$ cat src/rtl/instruction_axi_read_bridge_if.sv
// AXI3 read-address and read-data channels between the instruction bridge
// (master) and the AXI crossbar (slave).
interface instruction_axi_read_bridge_if;
  logic [3:0]  arid;
  logic [31:0] araddr;
  logic [7:0]  arlen;
  logic [2:0]  arsize;
  logic [1:0]  arburst;
  logic [1:0]  arlock;
  logic [3:0]  arcache;
  logic [2:0]  arprot;
  logic        arvalid;
  logic        arready;

  logic [3:0]  rid;
  logic [31:0] rdata;
  logic [1:0]  rresp;
  logic        rlast;
  logic        rvalid;
  logic        rready;

  modport master (
    output arid, araddr, arlen, arsize, arburst, arlock, arcache, arprot, arvalid,
    input  arready,
    input  rid, rdata, rresp, rlast, rvalid,
    output rready
  );

  modport slave (
    input  arid, araddr, arlen, arsize, arburst, arlock, arcache, arprot, arvalid,
    output arready,
    output rid, rdata, rresp, rlast, rvalid,
    input  rready
  );
endinterface

$ cat src/rtl/instruction_axi_read_bridge.sv
// Instruction-fetch SRAM-like handshake to AXI3 single-beat reads.
// Up to MAX_OUTSTANDING reads in flight, returned strictly in order.
module instruction_axi_read_bridge #(
  parameter int unsigned MAX_OUTSTANDING = 2,
  parameter logic [3:0]  AXI_ID          = 4'h0
) (
  input  logic        clock,
  input  logic        reset,
  input  logic        instruction_ram_request,
  input  logic [1:0]  instruction_ram_size,
  input  logic [31:0] instruction_ram_address,
  output logic        instruction_ram_address_ready,
  output logic        instruction_ram_data_ready,
  output logic [31:0] instruction_ram_read_data,
  output logic        instruction_ram_bus_error,
  instruction_axi_read_bridge_if.master axi
);

  localparam int unsigned CountWidth    = $clog2(MAX_OUTSTANDING + 1);
  localparam int unsigned InFlightWidth = CountWidth + 1;
  localparam logic [CountWidth-1:0]    MaxCount    = CountWidth'(MAX_OUTSTANDING);
  localparam logic [InFlightWidth-1:0] MaxInFlight = InFlightWidth'(MAX_OUTSTANDING);

  logic                     ar_valid_q, ar_valid_d;
  logic [31:0]              ar_address_q, ar_address_d;
  logic [1:0]               ar_size_q, ar_size_d;
  logic [CountWidth-1:0]    outstanding_q, outstanding_d;
  logic [InFlightWidth-1:0] in_flight;
  logic                     ar_handshake;
  logic                     r_handshake;
  logic                     accept;

  // rid/rlast carry no information for in-order single-beat traffic.
  logic unused_resp_fields;
  assign unused_resp_fields = ^{axi.rid, axi.rlast};

  // Handshake decode and fetch-side outputs.
  always_comb begin
    ar_handshake = ar_valid_q && axi.arready;
    axi.rready   = (outstanding_q != '0);
    r_handshake  = axi.rvalid && axi.rready;
    in_flight    = {1'b0, outstanding_q} + InFlightWidth'(ar_valid_q);
    // A returning beat frees a slot in the same cycle, so the fetch stage can
    // issue its next address while the previous data is delivered.
    instruction_ram_address_ready = !reset && (!ar_valid_q || axi.arready) &&
                                    ((in_flight < MaxInFlight) || r_handshake);
    accept                        = instruction_ram_request && instruction_ram_address_ready;
    instruction_ram_data_ready    = r_handshake;
    instruction_ram_read_data     = axi.rdata;
    instruction_ram_bus_error     = r_handshake && (axi.rresp != 2'b00);
  end

  // Fixed AR attributes: single-beat INCR, normal access.
  always_comb begin
    axi.arid    = AXI_ID;
    axi.araddr  = ar_address_q;
    axi.arlen   = 8'd0;
    axi.arsize  = {1'b0, ar_size_q};
    axi.arburst = 2'b01;
    axi.arlock  = 2'b00;
    axi.arcache = 4'b0000;
    axi.arprot  = 3'b000;
    axi.arvalid = ar_valid_q;
  end

  // Next state for the AR holding register and outstanding counter.
  always_comb begin
    ar_valid_d    = ar_valid_q;
    ar_address_d  = ar_address_q;
    ar_size_d     = ar_size_q;
    outstanding_d = outstanding_q;
    // Accept is only possible when the register is empty or draining this
    // cycle, so reloading never drops an un-handshaken AR.
    if (accept) begin
      ar_valid_d   = 1'b1;
      ar_address_d = instruction_ram_address;
      ar_size_d    = instruction_ram_size;
    end else if (axi.arready) begin
      ar_valid_d = 1'b0;
    end
    unique case ({ar_handshake, r_handshake})
      2'b10:   outstanding_d = outstanding_q + CountWidth'(1);
      2'b01:   outstanding_d = outstanding_q - CountWidth'(1);
      default: outstanding_d = outstanding_q;
    endcase
  end

  // State registers, cleared immediately by reset.
  always_ff @(posedge clock or posedge reset) begin
    if (reset) begin
      ar_valid_q    <= 1'b0;
      ar_address_q  <= 32'd0;
      ar_size_q     <= 2'b00;
      outstanding_q <= '0;
    end else begin
      ar_valid_q    <= ar_valid_d;
      ar_address_q  <= ar_address_d;
      ar_size_q     <= ar_size_d;
      outstanding_q <= outstanding_d;
    end
  end

  // Counter must never wrap in either direction.
  always_ff @(posedge clock) begin
    if (!reset) begin
      assert (in_flight <= MaxInFlight);
      assert (!(r_handshake && (outstanding_q == '0)));
      assert (!(ar_handshake && !r_handshake && (outstanding_q == MaxCount)));
    end
  end

endmodule

$ cat src/flat_wrapper.sv
// flat-port wrapper written by rule: the top's interface ports become plain ports
module instruction_axi_read_bridge_flat 
#(
  parameter int unsigned MAX_OUTSTANDING = 2,
  parameter logic [3:0]  AXI_ID          = 4'h0
)
  (clock, reset, instruction_ram_request, instruction_ram_size, instruction_ram_address, instruction_ram_address_ready, instruction_ram_data_ready, instruction_ram_read_data, instruction_ram_bus_error, axi_arid, axi_araddr, axi_arlen, axi_arsize, axi_arburst, axi_arlock, axi_arcache, axi_arprot, axi_arvalid, axi_arready, axi_rid, axi_rdata, axi_rresp, axi_rlast, axi_rvalid, axi_rready);
  instruction_axi_read_bridge_if axi_i ();
  input  logic clock;
  input  logic reset;
  input  logic instruction_ram_request;
  input  logic [1:0] instruction_ram_size;
  input  logic [31:0] instruction_ram_address;
  output logic instruction_ram_address_ready;
  output logic instruction_ram_data_ready;
  output logic [31:0] instruction_ram_read_data;
  output logic instruction_ram_bus_error;
  output wire logic [$bits(axi_i.arid)-1:0] axi_arid;
  output wire logic [$bits(axi_i.araddr)-1:0] axi_araddr;
  output wire logic [$bits(axi_i.arlen)-1:0] axi_arlen;
  output wire logic [$bits(axi_i.arsize)-1:0] axi_arsize;
  output wire logic [$bits(axi_i.arburst)-1:0] axi_arburst;
  output wire logic [$bits(axi_i.arlock)-1:0] axi_arlock;
  output wire logic [$bits(axi_i.arcache)-1:0] axi_arcache;
  output wire logic [$bits(axi_i.arprot)-1:0] axi_arprot;
  output wire logic [$bits(axi_i.arvalid)-1:0] axi_arvalid;
  input wire logic [$bits(axi_i.arready)-1:0] axi_arready;
  input wire logic [$bits(axi_i.rid)-1:0] axi_rid;
  input wire logic [$bits(axi_i.rdata)-1:0] axi_rdata;
  input wire logic [$bits(axi_i.rresp)-1:0] axi_rresp;
  input wire logic [$bits(axi_i.rlast)-1:0] axi_rlast;
  input wire logic [$bits(axi_i.rvalid)-1:0] axi_rvalid;
  output wire logic [$bits(axi_i.rready)-1:0] axi_rready;
  assign axi_arid = axi_i.arid;
  assign axi_araddr = axi_i.araddr;
  assign axi_arlen = axi_i.arlen;
  assign axi_arsize = axi_i.arsize;
  assign axi_arburst = axi_i.arburst;
  assign axi_arlock = axi_i.arlock;
  assign axi_arcache = axi_i.arcache;
  assign axi_arprot = axi_i.arprot;
  assign axi_arvalid = axi_i.arvalid;
  assign axi_i.arready = axi_arready;
  assign axi_i.rid = axi_rid;
  assign axi_i.rdata = axi_rdata;
  assign axi_i.rresp = axi_rresp;
  assign axi_i.rlast = axi_rlast;
  assign axi_i.rvalid = axi_rvalid;
  assign axi_rready = axi_i.rready;
  instruction_axi_read_bridge #(.MAX_OUTSTANDING(MAX_OUTSTANDING), .AXI_ID(AXI_ID)) u_core (.clock(clock), .reset(reset), .instruction_ram_request(instruction_ram_request), .instruction_ram_size(instruction_ram_size), .instruction_ram_address(instruction_ram_address), .instruction_ram_address_ready(instruction_ram_address_ready), .instruction_ram_data_ready(instruction_ram_data_ready), .instruction_ram_read_data(instruction_ram_read_data), .instruction_ram_bus_error(instruction_ram_bus_error), .axi(axi_i));
endmodule
$ cat config.mk
export PLATFORM = sky130hd
export DESIGN_NAME = instruction_axi_read_bridge_flat
export DESIGN_NICKNAME = d
export VERILOG_FILES = /design/src/rtl/instruction_axi_read_bridge_if.sv /design/src/rtl/instruction_axi_read_bridge.sv /design/src/flat_wrapper.sv
export SDC_FILE = /design/constraint.sdc
export NUM_CORES = 1
export LEC_CHECK = 0
export CORE_MARGIN = 2
export CORE_UTILIZATION = 28
export CTS_BUF_LIST = sky130_fd_sc_hd__clkbuf_4 sky130_fd_sc_hd__clkbuf_8
export CTS_CLUSTER_SIZE = 28
export DETAILED_ROUTE_END_ITERATION = 12
export HOLD_SLACK_MARGIN = 0.15
export PLACE_DENSITY = 0.75
export REMOVE_ABC_BUFFERS = 1
export SLEW_MARGIN = 20
export SYNTH_ARGS = -nofsm -noshare
export SYNTH_HDL_FRONTEND = slang
export SYNTH_SLANG_ARGS = --single-unit
$ cat constraint.sdc
create_clock -name clock -period 2.1 [get_ports clock]
set_input_delay 0.42 -clock clock [delete_from_list [all_inputs] [get_ports clock]]
set_output_delay 0.42 -clock clock [all_outputs]
set_load 0.02 [all_outputs]
==> results.ini, run 1 <==
[status]
outcome = completed

[power_and_ir_drop]
internal_power_mw = 2.129
p_leak_nw = 1.119
p_clk_share_pct = 15.1
switching_share_pct = 34.75
p_per_area_nw_per_um2 = 1259
fin_total_pwr_mw = 3.263
p_comb_share_pct = 49.5
ir_worst_vdd_mv = 0.4423
seqPwrFrac_pct = 35.5
p_sw_mw = 1.134

[setup_path]
required_ns = 1.68
crit_fanout = 3
crit_type = register to primary output
worstSetupEndpointType = primary output
worst_setup_path_start_kind = register
critical_path_arrival_ns = 1.60

[timing]
rsz0062_at_grt = false
fin_setup_tns_ns = 0
final.period_utilization_pct = 96.19
worst_hold_slack_ns = 0.4844
finalCriticalPeriod_ns = 2.020
setup_viol = 0
fmax_mhz = 495.1
finalWorstSetupSlack_ns = 0.08009
report.final.slew_viol_count = 0
finalHoldViolCount = 0
clock_skew_ns = 0.004526

[worst_hold_path]
hold_path.class = register to register

[place]
port-buffer-count = 79
placed_cell_area_um2 = 2497
place_inst = 279
dp_hpwl_mm = 3.775
pre_cts_ws_ns = -0.2705
finalWeightedCongestion = 0.7440

[floorplanning]
die_x_um = 86.50
coreArea_um2 = 6681
dieArea_um2 = 7481
initial_core_util_pct = 28.52
die_h_um = 86.50
io_pins = 173
fp-row-count = 30

[synthesis]
synth_area_um2 = 1906
yosysUniqueCellTypes = 21
syn_inst = 149
synth_seq_cells = 37
syn_avg_cell_area_um2 = 12.79
seq_area_frac_synth_pct = 48.59
yosysWarningCount = 0

[routing]
vias = 1223
wl_per_cell_um = 16.22
viasPerCell = 4.232
drt_iter0_markers = 34
totalWireLength_mm = 4.689
drtAntennaViolNets = 0
drc_errors = 0
first_pass_iters = 4

[global_route]
use_met3_pct = 10.76
grt_pass1_wl_mm = 6.734
track_usage_pct = 12.33
grt_use_met1_pct = 15.15
grt_antenna_before_repair = 0
busiest_layer = met2
grtUsageMet2_pct = 15.59
grt_pass1_vias = 1274
grt_max_degree = 30
grt-ovfl-total = 0

[finish]
fin_nets = 287
finalInstanceArea_um2 = 2591
layout.cells.non_filler = 289
fill_cells = 670
n_antenna_cell = 0
drive_gt1_share_pct = 26.32
final_core_util_pct = 38.78
synthToLayoutAreaGrowth_pct = 35.98

[flow_run]
maxCapViolCount = 0

[cts]
cts_buffer_depth = 2
clkSlewWorstSetupHoldPaths_ns = 0.07
cts_root_buf = clkbuf_8
clkLatencyLatePin_ns = 0.28
clock-sinks = 37
cts_tree = done
cts_buffers = 5
htreeDepth = 2
cts_hold_buf = 0

layer usage:
layer  share of wire [%]  up-vias  wire length [µm]
li1                    -      521                 -
met2                  39      111              1850
met4                0.58        2                27
met1                  41      583              1938
met5                 1.0        -                47
met3                  18        6               824
kinds of logic after synthesis:
logic type,count (synthesis),synth area share [%]
flip-flops,37,48.59
other,2,0.3941
adder cells (fa/ha/maj),1,0.6565
multiplexers,34,20.09
buffers and inverters,61,24.23
XOR/XNOR,3,1.379
AND/OR/NAND/NOR,8,3.283
AO/OA/AOI/OAI,3,1.379
worst max-delay path, stage by stage, from the launching register on:
cell and delay [ns]:
dfrtp_1 0.40, or2_2 0.31, and2_1 0.19, o21a_1 0.11
dlygate4sd2_1 0.32
synthesized netlist by cell type:
library cell | instances | share of area (%)
a21boi_2 | 1 | 0.59
ha_1 | 1 | 0.66
conb_1 | 2 | 0.39
nand2_1 | 1 | 0.20
or2_2 | 1 | 0.33
nor4b_4 | 1 | 1.2
xnor2_1 | 2 | 0.92
and2_1 | 1 | 0.33
inv_1 | 2 | 0.39
mux2_1 | 1 | 0.59
and2b_1 | 1 | 0.39
mux2_2 | 33 | 20
nand2b_1 | 1 | 0.33
nor3_1 | 1 | 0.26
o21a_1 | 1 | 0.39
buf_6 | 3 | 1.8
xor2_1 | 1 | 0.46
a21o_1 | 1 | 0.39
dfrtp_1 | 37 | 49
buf_4 | 56 | 22
nor2_1 | 1 | 0.20
final timing paths:
| path | from | endpoint | slack, ns | cells past startpoint |
|---|---|---|---|---|
| worst min-delay path | u_core.outstanding_q[0] | u_core.outstanding_q[0] | 0.48 | 1 |
| max in group asynchronous | reset | u_core.axi.araddr[24] | 1.18 | 4 |
| worst max register to register | u_core.outstanding_q[0] | u_core.axi.araddr[24] | 0.32 | 6 |
| worst max-delay path | u_core.outstanding_q[1] | instruction_ram_bus_error | 0.08 | 4 |
| worst min register to register | u_core.outstanding_q[0] | u_core.outstanding_q[0] | 0.48 | 1 |
| min in group asynchronous | reset | u_core.ar_size_q[1] | 0.64 | 4 |
flip-flops by register name (all words and copies together) (netlist names):
signal                flops
u_core.axi.arvalid        1
u_core.ar_size_q          2
u_core.axi.araddr        32
u_core.outstanding_q      2
area by class of cell:
type / instances / area [µm²] / share of cell area [%]
clock inverter: 2 / 10.01 / 0.3863
clock buffer: 6 / 76.32 / 2.945
sequential: 37 / 925.9 / 35.73
multi-input combinational: 73 / 600.6 / 23.18
timing repair buffer: 89 / 870.8 / 33.61
inverter: 2 / 7.507 / 0.2897
tap: 80 / 100.1 / 3.863
power by group through the flow:
stage                     registers (mW)  clock network, mW  logic, mW
after global placement              1.16                  0       1.58
after global routing                1.20              0.553       1.71
after CTS                           1.17              0.526       1.60
after detailed placement            1.18                  0       1.61
after floorplan                     1.51                  0      0.461
final                               1.16              0.491       1.61
cells in the final DEF, fill, tap and decap left out, types with 2 or more instances in the layout:
master	instances
clkinv_2	2
inv_1	2
mux2_2	33
dlygate4sd2_1	2
clkdlybuf4s50_1	76
conb_1	24
buf_4	9
clkbuf_8	5
xnor2_1	2
dfrtp_1	37
repair_timing:
item	4_1_cts	5_1_grt
buffers inserted	0	2
endpoints found under the setup margin	3	2
gates resized for setup	3	3
(Power assumes the default switching activity.)
==> run 2: changes to the inputs <==
--- a/config.mk
+++ b/config.mk
@@ -11,7 +11,7 @@
 export CTS_CLUSTER_SIZE = 28
 export DETAILED_ROUTE_END_ITERATION = 12
 export HOLD_SLACK_MARGIN = 0.15
-export PLACE_DENSITY = 0.75
+export PLACE_DENSITY = 0.78
 export REMOVE_ABC_BUFFERS = 1
 export SLEW_MARGIN = 20
 export SYNTH_ARGS = -nofsm -noshare
==> constraint.sdc (replaced) <==
create_clock -name clock -period 1.8 [get_ports clock]
set_input_delay 0.36 -clock clock [delete_from_list [all_inputs] [get_ports clock]]
set_output_delay 0.36 -clock clock [all_outputs]
set_load 0.02 [all_outputs]
==> results.ini, run 2 (synthesized netlist as in run 1, its figures left out) <==
[status]
outcome = completed

[routing]
first_pass_iters = 3  ; -1
wl_per_cell_um = 17.59  ; +8.4%
drtAntennaViolNets = 0  ; unchanged
totalWireLength_mm = 5.241  ; +12%
vias = 1261  ; +3.1%
drc_errors = 0  ; unchanged
drt_iter0_markers = 30  ; -12%
viasPerCell = 4.232  ; about the same

[floorplanning]
die_h_um = 86.50  ; unchanged
io_pins = 173  ; unchanged
fp-row-count = 30  ; unchanged
initial_core_util_pct = 28.52  ; unchanged
die_x_um = 86.50  ; unchanged
dieArea_um2 = 7481  ; unchanged
coreArea_um2 = 6681  ; unchanged

[cts]
clkSlewWorstSetupHoldPaths_ns = 0.07  ; about the same
cts_buffers = 5  ; unchanged
cts_hold_buf = 0  ; unchanged
htreeDepth = 2  ; unchanged
clkLatencyLatePin_ns = 0.28  ; about the same
clock-sinks = 37  ; unchanged
cts_buffer_depth = 2  ; unchanged
cts_root_buf = clkbuf_8
cts_tree = done

[timing]
fin_setup_tns_ns = 0  ; unchanged
report.final.slew_viol_count = 0  ; unchanged
final.period_utilization_pct = 98.86
finalCriticalPeriod_ns = 1.779
worst_hold_slack_ns = 0.5078  ; +0.02340 ns
finalWorstSetupSlack_ns = 0.02061  ; -0.05948 ns
rsz0062_at_grt = true
finalHoldViolCount = 0  ; unchanged
fmax_mhz = 562.0
clock_skew_ns = 0.005011  ; +0.0004853 ns
setup_viol = 0  ; unchanged

[setup_path]
cp_cell_sequence = buf_6 -> and2b_2 -> nor4b_4 -> buf_6 -> buf_8 -> mux2_2
crit_type = register to register
worst_setup_path_start_kind = register
critPathMostFrequentCell = buf_6
cp_top_family = simple AND/OR/NAND/NOR gates
worstSetupEndpointType = register
critical_path_arrival_ns = 1.95  ; +0.35 ns
path_buf_inv = 3  ; +2
critPathSlowestCell = dfrtp_1
cpPeakStageDelay_ns = 0.39  ; about the same
required_ns = 1.97  ; +0.29 ns
crit_fanout = 7  ; +4

[finish]
largest_register_ffs = 32  ; unchanged
layout.cells.most_common = clkdlybuf4s50_1
fin_nets = 297  ; +3.5%
n_antenna_cell = 0  ; unchanged
most-common-layout-cells = clkdlybuf4s50_1 (73), dfrtp_1 (37), conb_1 (24), mux2_4 (20), mux2_2 (14)
final_core_util_pct = 41.87  ; +3.1 points
synthToLayoutAreaGrowth_pct = 46.82
finalInstanceArea_um2 = 2798  ; +8.0%
layout.cells.non_filler = 298  ; +3.1%
drive_gt1_share_pct = 33.03  ; +6.7 points

[power_and_ir_drop]
p_leak_nw = 1.258  ; +12%
p_per_area_nw_per_um2 = 1468  ; +17%
p_sw_mw = 1.401  ; +24%
ir_worst_vdd_mv = 0.6565  ; +48%
seqPwrFrac_pct = 33.2  ; -2.3 points
fin_total_pwr_mw = 4.107  ; +26%
p_comb_share_pct = 52.4  ; +2.9 points
p_clk_share_pct = 14.4  ; -0.7 points
switching_share_pct = 34.12  ; -0.62 points
internal_power_mw = 2.706  ; +27%

[global_route]
grt_pass1_wl_mm = 6.858  ; +1.8%
grt_pass1_vias = 1265  ; -0.71%
grt_max_degree = 24  ; -20%
grt-ovfl-total = 0  ; unchanged
track_usage_pct = 12.57  ; +0.24 points
grt_antenna_before_repair = 0  ; unchanged

[place]
port-buffer-count = 79  ; unchanged
place_inst = 282  ; +1.1%
placed_cell_area_um2 = 2520  ; +0.90%
finalWeightedCongestion = 0.6732  ; -9.5%
pre_cts_ws_ns = -0.4251  ; -0.1546 ns

[flow_run]
maxCapViolCount = 0  ; unchanged

[worst_hold_path]
hold_path.class = register to register

-- run 2: changes by cell type in the layout (fill, tap and decap cells not counted), sizes merged --
cell,before,now
clkinv,2,0
clkdlybuf4s50,76,73
buf,10,22
clkinvlp,0,1
clkbuf,7,8
-- run 2: area by class of cell --
class                      instances  area (µm²)
timing repair buffer              99       984.7
fill                             647        3884
clock inverter                     1       7.507
tap                               80       100.1
inverter                           2       7.507
sequential                        37       925.9
clock buffer                       6       82.58
multi-input combinational         73       689.4
-- run 2: what timing repair did --
| action | 4_1_cts | 5_1_grt |
|---|---|---|
| gates resized for setup | 19 | 26 |
| gates cloned | 1 | 3 |
| endpoints found under the setup margin | 38 | 25 |
| buffers inserted | 1 | 4 |
| pin swaps | 1 | 0 |
-- run 2: per-layer routing --
layer | vias to the layer above | GRT usage [%] | routed length [µm]
li1 | 540 | - | -
met1 | 612 | 16.42 | 2316
met2 | 103 | 15.24 | 2142
met3 | 4 | 10.48 | 734
met4 | 2 | 2.557 | 12
met5 | - | 5.594 | 35
-- run 2: power groups by stage --
| stage | clock network (mW) | registers [mW] | logic (mW) |
|---|---|---|---|
| after floorplan | 0 | 1.76 | 0.538 |
| after global placement | 0 | 1.34 | 1.91 |
| after detailed placement | 0 | 1.36 | 1.93 |
| after global routing | 0.660 | 1.40 | 2.27 |
| final | 0.592 | 1.36 | 2.15 |
| after CTS | 0.626 | 1.35 | 1.94 |
-- run 2: final timing paths --
check	slack, ns	from	cells past startpoint	endpoint
worst min register to register	0.51	u_core.axi.araddr[27]	1	u_core.axi.araddr[27]
worst max-delay path	0.02	u_core.outstanding_q[1]	6	u_core.axi.araddr[26]
max in group asynchronous	0.92	reset	4	u_core.axi.araddr[20]
worst min-delay path	0.51	u_core.axi.araddr[27]	1	u_core.axi.araddr[27]
worst max register to register	0.02	u_core.outstanding_q[1]	6	u_core.axi.araddr[26]
min in group asynchronous	0.60	reset	4	u_core.axi.araddr[25]
==> run 3: changes to the inputs <==
--- a/config.mk
+++ b/config.mk
@@ -5,6 +5,7 @@
 export SDC_FILE = /design/constraint.sdc
 export NUM_CORES = 1
 export LEC_CHECK = 0
+export CAP_MARGIN = 20
 export CORE_MARGIN = 2
 export CORE_UTILIZATION = 28
 export CTS_BUF_LIST = sky130_fd_sc_hd__clkbuf_4 sky130_fd_sc_hd__clkbuf_8
==> results of run 3 <==
Same layout as run 2: the final DEF is identical, and so are final timing and power.
